===== src/rtl/vending_machine_if.sv =====
// Coin-acceptor / keypad / dispenser signal bundle for vending_machine.
// The master drives coins and product selection. The slave (the controller) drives the dispense pulse and change.
interface vending_machine_if;
  logic [2:0] in;
  logic [2:0] product_select;
  logic       out;
  logic [2:0] change;

  modport master (
    output in,
    output product_select,
    input  out,
    input  change
  );

  modport slave (
    input  in,
    input  product_select,
    output out,
    output change
  );
endinterface


===== src/rtl/vending_machine.sv =====
// Coin-operated vending controller: accumulates credit, vends with a one-cycle pulse and returns change.
// Optional feature VM_SELECT_LOCK_EN latches product_select on the first coin of a purchase.
module vending_machine #(
  parameter int PRICE_0 = 5,
  parameter int PRICE_1 = 6,
  parameter int PRICE_2 = 8,
  parameter int PRICE_3 = 10,
  parameter int PRICE_4 = 12,
  parameter int PRICE_5 = 15,
  parameter int PRICE_6 = 3,
  parameter int PRICE_7 = 20
) (
  input  logic             clk,
  input  logic             rst,
  vending_machine_if.slave bus
);

  typedef enum logic [1:0] {
    IDLE,
    COLLECT,
    VEND
  } state_t;

  state_t     state_q, state_d;
  logic [4:0] credit_q, credit_d;
  logic       out_q, out_d;
  logic [2:0] change_q, change_d;

  logic [2:0] coin_val;
  logic [2:0] eff_sel;
  logic [4:0] price;
  logic [5:0] sum;

`ifdef VM_SELECT_LOCK_EN
  logic [2:0] sel_q, sel_d;

  // The first coin uses the live selection; after that the latched value holds the price.
  assign eff_sel = (state_q == IDLE) ? bus.product_select : sel_q;
`else
  assign eff_sel = bus.product_select;
`endif

  always_comb begin
    coin_val = 3'd0;
    case (bus.in)
      3'b001:  coin_val = 3'd1;
      3'b010:  coin_val = 3'd2;
      3'b011:  coin_val = 3'd5;
      default: coin_val = 3'd0;
    endcase
  end

  always_comb begin
    price = 5'(PRICE_0);
    case (eff_sel)
      3'd0:    price = 5'(PRICE_0);
      3'd1:    price = 5'(PRICE_1);
      3'd2:    price = 5'(PRICE_2);
      3'd3:    price = 5'(PRICE_3);
      3'd4:    price = 5'(PRICE_4);
      3'd5:    price = 5'(PRICE_5);
      3'd6:    price = 5'(PRICE_6);
      default: price = 5'(PRICE_7);
    endcase
  end

  // Credit is zero in IDLE, so one adder serves both the first coin and later coins.
  assign sum = {1'b0, credit_q} + {3'b000, coin_val};

  always_comb begin
    state_d  = state_q;
    credit_d = credit_q;
    out_d    = 1'b0;
    change_d = 3'd0;
`ifdef VM_SELECT_LOCK_EN
    sel_d    = sel_q;
`endif
    case (state_q)
      IDLE, COLLECT: begin
        if (coin_val != 3'd0) begin
`ifdef VM_SELECT_LOCK_EN
          if (state_q == IDLE) begin
            sel_d = bus.product_select;
          end
`endif
          if (sum >= {1'b0, price}) begin
            out_d    = 1'b1;
            change_d = sum[2:0] - price[2:0];
            credit_d = 5'd0;
            state_d  = VEND;
          end else begin
            credit_d = sum[4:0];
            state_d  = COLLECT;
          end
        end
      end
      VEND: begin
        credit_d = 5'd0;
        state_d  = IDLE;
      end
      default: begin
        credit_d = 5'd0;
        state_d  = IDLE;
      end
    endcase
  end

  always_ff @(posedge clk) begin
    if (rst) begin
      state_q  <= IDLE;
      credit_q <= 5'd0;
      out_q    <= 1'b0;
      change_q <= 3'd0;
`ifdef VM_SELECT_LOCK_EN
      sel_q    <= 3'd0;
`endif
    end else begin
      state_q  <= state_d;
      credit_q <= credit_d;
      out_q    <= out_d;
      change_q <= change_d;
`ifdef VM_SELECT_LOCK_EN
      sel_q    <= sel_d;
`endif
    end
  end

  assign bus.out    = out_q;
  assign bus.change = change_q;

endmodule


===== src/flat_wrapper.sv =====
// flat-port wrapper written by rule: the top's interface ports become plain ports
module vending_machine_flat 
#(
  parameter int PRICE_0 = 5,
  parameter int PRICE_1 = 6,
  parameter int PRICE_2 = 8,
  parameter int PRICE_3 = 10,
  parameter int PRICE_4 = 12,
  parameter int PRICE_5 = 15,
  parameter int PRICE_6 = 3,
  parameter int PRICE_7 = 20
)
  (clk, rst, bus_in, bus_product_select, bus_out, bus_change);
  vending_machine_if bus_i ();
  input  logic clk;
  input  logic rst;
  input wire logic [$bits(bus_i.in)-1:0] bus_in;
  input wire logic [$bits(bus_i.product_select)-1:0] bus_product_select;
  output wire logic [$bits(bus_i.out)-1:0] bus_out;
  output wire logic [$bits(bus_i.change)-1:0] bus_change;
  assign bus_i.in = bus_in;
  assign bus_i.product_select = bus_product_select;
  assign bus_out = bus_i.out;
  assign bus_change = bus_i.change;
  vending_machine #(.PRICE_0(PRICE_0), .PRICE_1(PRICE_1), .PRICE_2(PRICE_2), .PRICE_3(PRICE_3), .PRICE_4(PRICE_4), .PRICE_5(PRICE_5), .PRICE_6(PRICE_6), .PRICE_7(PRICE_7)) u_core (.clk(clk), .rst(rst), .bus(bus_i));
endmodule

===== config.mk =====
export PLATFORM = sky130hd
export DESIGN_NAME = vending_machine_flat
export DESIGN_NICKNAME = d
export VERILOG_FILES = /design/src/rtl/vending_machine_if.sv /design/src/rtl/vending_machine.sv /design/src/flat_wrapper.sv
export SDC_FILE = /design/constraint.sdc
export NUM_CORES = 1
export LEC_CHECK = 0
export CAP_MARGIN = 10
export CORE_MARGIN = 2
export CORE_UTILIZATION = 50
export CTS_CLUSTER_SIZE = 14
export DETAILED_ROUTE_END_ITERATION = 12
export GPL_ROUTABILITY_DRIVEN = 0
export PLACE_DENSITY = 0.76
export SETUP_SLACK_MARGIN = 0.3
export SYNTH_ARGS = -nofsm -noshare
export SYNTH_HDL_FRONTEND = slang
export SYNTH_SLANG_ARGS = --single-unit

===== constraint.sdc =====
create_clock -name clk -period 3.4 [get_ports clk]
set_clock_uncertainty 0.15 [all_clocks]
set_input_delay 0.34 -clock clk [delete_from_list [all_inputs] [get_ports clk]]
set_output_delay 0.34 -clock clk [all_outputs]
set_load 0.01 [all_outputs]

# After elaboration in Yosys (flattened, before gate mapping)
# Cells that the tools add are included.
# Widths: inputs -> output; s select.
op_classes:
  magnitude_cmp: 1
  bitwise: 3
  n_addsub: 2
  eq_ne: 10
  reduce_logical: 7
  muxes: 5
ops:
  columns: ["op", "n"]
  rows:
  - ["$pmux 5 s7", 1]
  - ["$eq 3x2->1 const B", 4]
  - ["$eq 3x3->1 const B", 3]
  - ["$pmux 3 s3", 1]
  - ["$add 5x3->6", 1]
  - ["$eq 3x1->1 const B", 2]
  - ["$ge 6x5->1", 1]
  - ["$mux 5", 1]
  - ["$reduce_or 2->1", 2]
  - ["$reduce_or 4->1", 1]
  - ["$logic_not 3->1", 1]
  - ["$not 1->1", 3]
  - ["$reduce_bool 3->1", 1]
  - ["$reduce_or 3->1", 1]
  - ["$sub 3x3->3", 1]
  - ["$eq 2x1->1 const B", 1]
  - ["$logic_not 2->1", 1]
  - ["$mux 2", 1]
  - ["$mux 1", 1]
word_totals:
  reg_bits: 11
  word_cells: 32
  inputBits: 8
  output_inout_bits: 4

# Longest topological paths before layout
logic_depth:
  depth_word: 6
  ltp_mapped: 12
  mapped_depth_nobuf: 12

# Worst setup path after synthesis
# No wires, ideal clock.
synth_timing:
  path_kind: "input to register"
  start: "in bus_in[0]"
  end: "reg u_core.credit_q[3]"
  t_arrival_ps: 2581
  stages: 11
  t_required_ps: 3130
  setup_time_ps: 120
  slack_ps: 549
  path_cell_list: "or3b_2 > inv_1 > ha_1 > a21o_1 > a21oi_1 > xnor2_1 > ha_1 > nand3_1 > o22ai_2 > nor4_1 > o31a_1"
synth_between:
  elab_chain_cells: 5
  elab_cells_between_ends: 8
synth_lines:
  columns: ["element", "line_no", "text"]
  rows:
  - ["from (decl)", "flat_wrapper.sv:17", "input wire logic [$bits(bus_i.in)-1:0] bus_in;"]
  - ["$eq 3x2->1 / $eq 3x1->1 (equally long branches)", "vending_machine.sv:45", "case (bus.in)"]
  - ["$pmux 3 s3 *", "vending_machine.sv:45", null]
  - ["$add 5x3->6", "vending_machine.sv:68", "assign sum = {1'b0, credit_q} + {3'b000, coin_val};"]
  - ["$ge 6x5->1", "vending_machine.sv:86", "if (sum >= {1'b0, price}) begin"]
  - ["$mux 5", "vending_machine.sv:86", null]
  - ["to (signal assigned)", "vending_machine.sv:119", "credit_q <= credit_d;"]
  - ["to (decl)", "vending_machine.sv:25", "logic [4:0] credit_q, credit_d;"]
# Every way passes the cells marked *; elsewhere a longest branch is shown, timed or not.
# A chain may end at the register's enable or synchronous reset.

# Final worst setup path
# Ends and elaborated chain as after synthesis.

==> impl_metrics.toml <==
[outcome]
status = "complete, no violations"

[logic_synthesis]
ys.flop_type = "dfxtp_1"
synth_area_leader_cell = "dfxtp_1"
seq_area_frac_synth_pct = 27.87
async_reset_ff_share_pct = 0
ys_seq_elements = 10
netlist_area_um2 = 718.2
synth-edff-count = 0
synth_top_area_share_pct = 27.87
yosys_warnings = 0
synth_area_per_cell_um2 = 9.838
synthTopCellsByArea = "dfxtp_1 (28%), ha_1 (14%), xnor2_1 (6.1%)"
synth_cells = 73
synth_cell_types = 30
ys_top_cells_by_count = "dfxtp_1 (10), inv_1 (10), ha_1 (8)"
syn_nets = 91

[cts]
clock_latency_ps = 270
clkTransAtPathRegs_ps = 70
clockBufferDepth = 2
ctsRootBufferMaster = "clkbuf_4"
cts_buffers = 3
cts.sink_count = 10
htreeDepth = 1
cts_tree = "yes"
cts-hold-fix-buffers = 0
cts_setup_buffers = 0

[placed_design]
placed_area_um2 = 899.6
dpl.cell_count = 106
place_ws_ps = -56.51
hpwlAfterDp_mm = 1.085
io_buffer_count = 11

[global_route]
gr-usage-met3_pct = 6.957
grt_pass1_vias = 598
met1_usage_pct = 19.73
busiest_layer = "met2"
grtUsageTotal_pct = 19.46
antenna_found_initial = 0
grt_use_met2_pct = 35.63
grt-ovfl-total = 0
grt_max_degree = 7
grt_pass1_wl_mm = 2.532

[cells_and_area]
drive_above_1_share_pct = 32.63
fin_area_um2 = 998.5
stdcell_count = 110
fill_cells = 93
nets = 114
area_delta_synth_final_pct = 39.02
diodes = 0

[route]
drt_iter0_markers = 9
vias_per_cell = 5.191
drc = 0
wl_per_cell_um = 12.95
vias = 571
ant_nets = 0
routed_wl_mm = 1.424
firstDrtPassIters = 4

[sta]
worst_slew_pin_slew_ps = 742.2
final-setup-viol-count = 0
fmax_mhz = 372.7
slew_viol_final = 0
layout_min_cycle_time_ps = 2683
setup_tns_ps = 0
hold_viol_final = 0
period_share_pct = 78.91
setup_ws_ps = 717.1
slew_headroom_pct = 50.41
rsz0062_at_grt = "no"

[die]
core_area_um2 = 1318
die_h_um = 41.90
fp-row-count = 13
die_area_um2 = 1756
num_io_pins = 12
start_util_pct = 54.51
die_w_um = 41.90

[power_and_ir_drop]
power_density_nw_per_um2 = 354.9
ir_drop_v = 0.0002302
p_leak_nw = 0.4752

[setup_path]
path_buf_inv = 3
required_ps = 3470
end_kind = "register"
cp_slowest_stage_delay_ps = 530
path_cells = "dlymetal6s2s_1 > or3b_4 > fa_2 > inv_1 > buf_4 > ha_1 > a21oi_2 > o22ai_4 > o41ai_2 > o31a_1"
crit_family = "adder cells"
crit_type = "in -> reg"
reg2reg_setup_slack_ps = 780
crit_fanout = 4
cp_slowest_cell = "fa_2"
start_kind = "primary input"
arrival_ps = 2750

[hold_path]
hold_path_class = "reg -> reg"

[flow_run]
maxCapViolCount = 0
## worst reg2reg max path, delay by kind of cell (launching register included)
kind / cells / cell delay, ps
fa+ha+maj: 3 / 970
flops: 1 / 380
compound gates: 4 / 820
buf+inv: 3 / 260
## cell usage in the layout (no fill, tap or decap), types with 2 or more instances in the layout
| cell | count |
|---|---|
| dlymetal6s2s_1 | 3 |
| xor2_1 | 2 |
| nand3_1 | 2 |
| nor2_1 | 3 |
| ha_1 | 6 |
| clkbuf_4 | 3 |
| buf_4 | 7 |
| clkdlybuf4s50_1 | 8 |
| a21o_1 | 3 |
| dfxtp_1 | 10 |
| a22o_1 | 4 |
| a21oi_2 | 3 |
| fa_2 | 2 |
| inv_1 | 10 |
| xnor2_1 | 5 |
## cell families (layout without fill, tap and decap cells)
group | after synthesis | after routing | share of synthesized area, %
flip-flops | 10 | 10 | 27.87
XOR/XNOR | 7 | 7 | 8.537
adder cells (fa/ha/maj) | 10 | 10 | 19.51
buffers and inverters | 10 | 32 | 5.227
AO/OA/AOI/OAI | 18 | 18 | 22.12
AND/OR/NAND/NOR | 18 | 18 | 16.73
## state kept, by name, indices dropped and copies added, names as in the netlist
register,count
u_core.credit_q,5
u_core.bus.change,3
u_core.bus.out,1
u_core.state_q,1
## power by group
group | internal (mW) | switching [mW] | leakage (nW)
Combinational | 0.0584 | 0.0564 | 0.373
Sequential | 0.124 | 0.00599 | 0.0810
Clock | 0.0651 | 0.0440 | 0.0210
Total | 0.248 | 0.106 | 0.475
## timing repair
action | 4_1_cts | 5_1_grt
pin swaps | 4 | 10
setup endpoints to repair | 10 | 10
gates cloned | 0 | 0
gates resized for setup | 8 | 9
## per-stage QoR
stage          util, %  hold WS [ps]  power [mW]
2_1_floorplan        -         298.8      0.1967
3_3_place_gp     68.28         316.0      0.2282
3_5_place_dp     68.28         327.4      0.2324
4_1_cts          73.41         341.2      0.3522
5_1_grt          75.78         392.0      0.3744
6_report         75.78         366.8      0.3544
## cell type report
cell class / instances / area (um2) / share of cell area, %
Multi-Input combinational cell: 53 / 535.5 / 53.63
Clock buffer: 4 / 36.28 / 3.634
Sequential cell: 10 / 200.2 / 20.05
Tap cell: 15 / 18.77 / 1.880
Timing Repair Buffer: 18 / 170.2 / 17.04
Inverter: 10 / 37.54 / 3.759
## final timing paths
check                     start  depth (start not counted)                 end
min          u_core.credit_q[1]                          1  u_core.credit_q[1]
max reg2reg  u_core.credit_q[0]                         10  u_core.credit_q[3]
max                   bus_in[0]                         10  u_core.credit_q[3]
min reg2reg  u_core.credit_q[1]                          1  u_core.credit_q[1]
## metal layers
metal	up-vias	wire length, um
met5	-	0
met4	0	28
met3	4	58
met2	11	733
met1	254	603
li1	302	-
No activity file was read; power rests on OpenSTA's default activity.
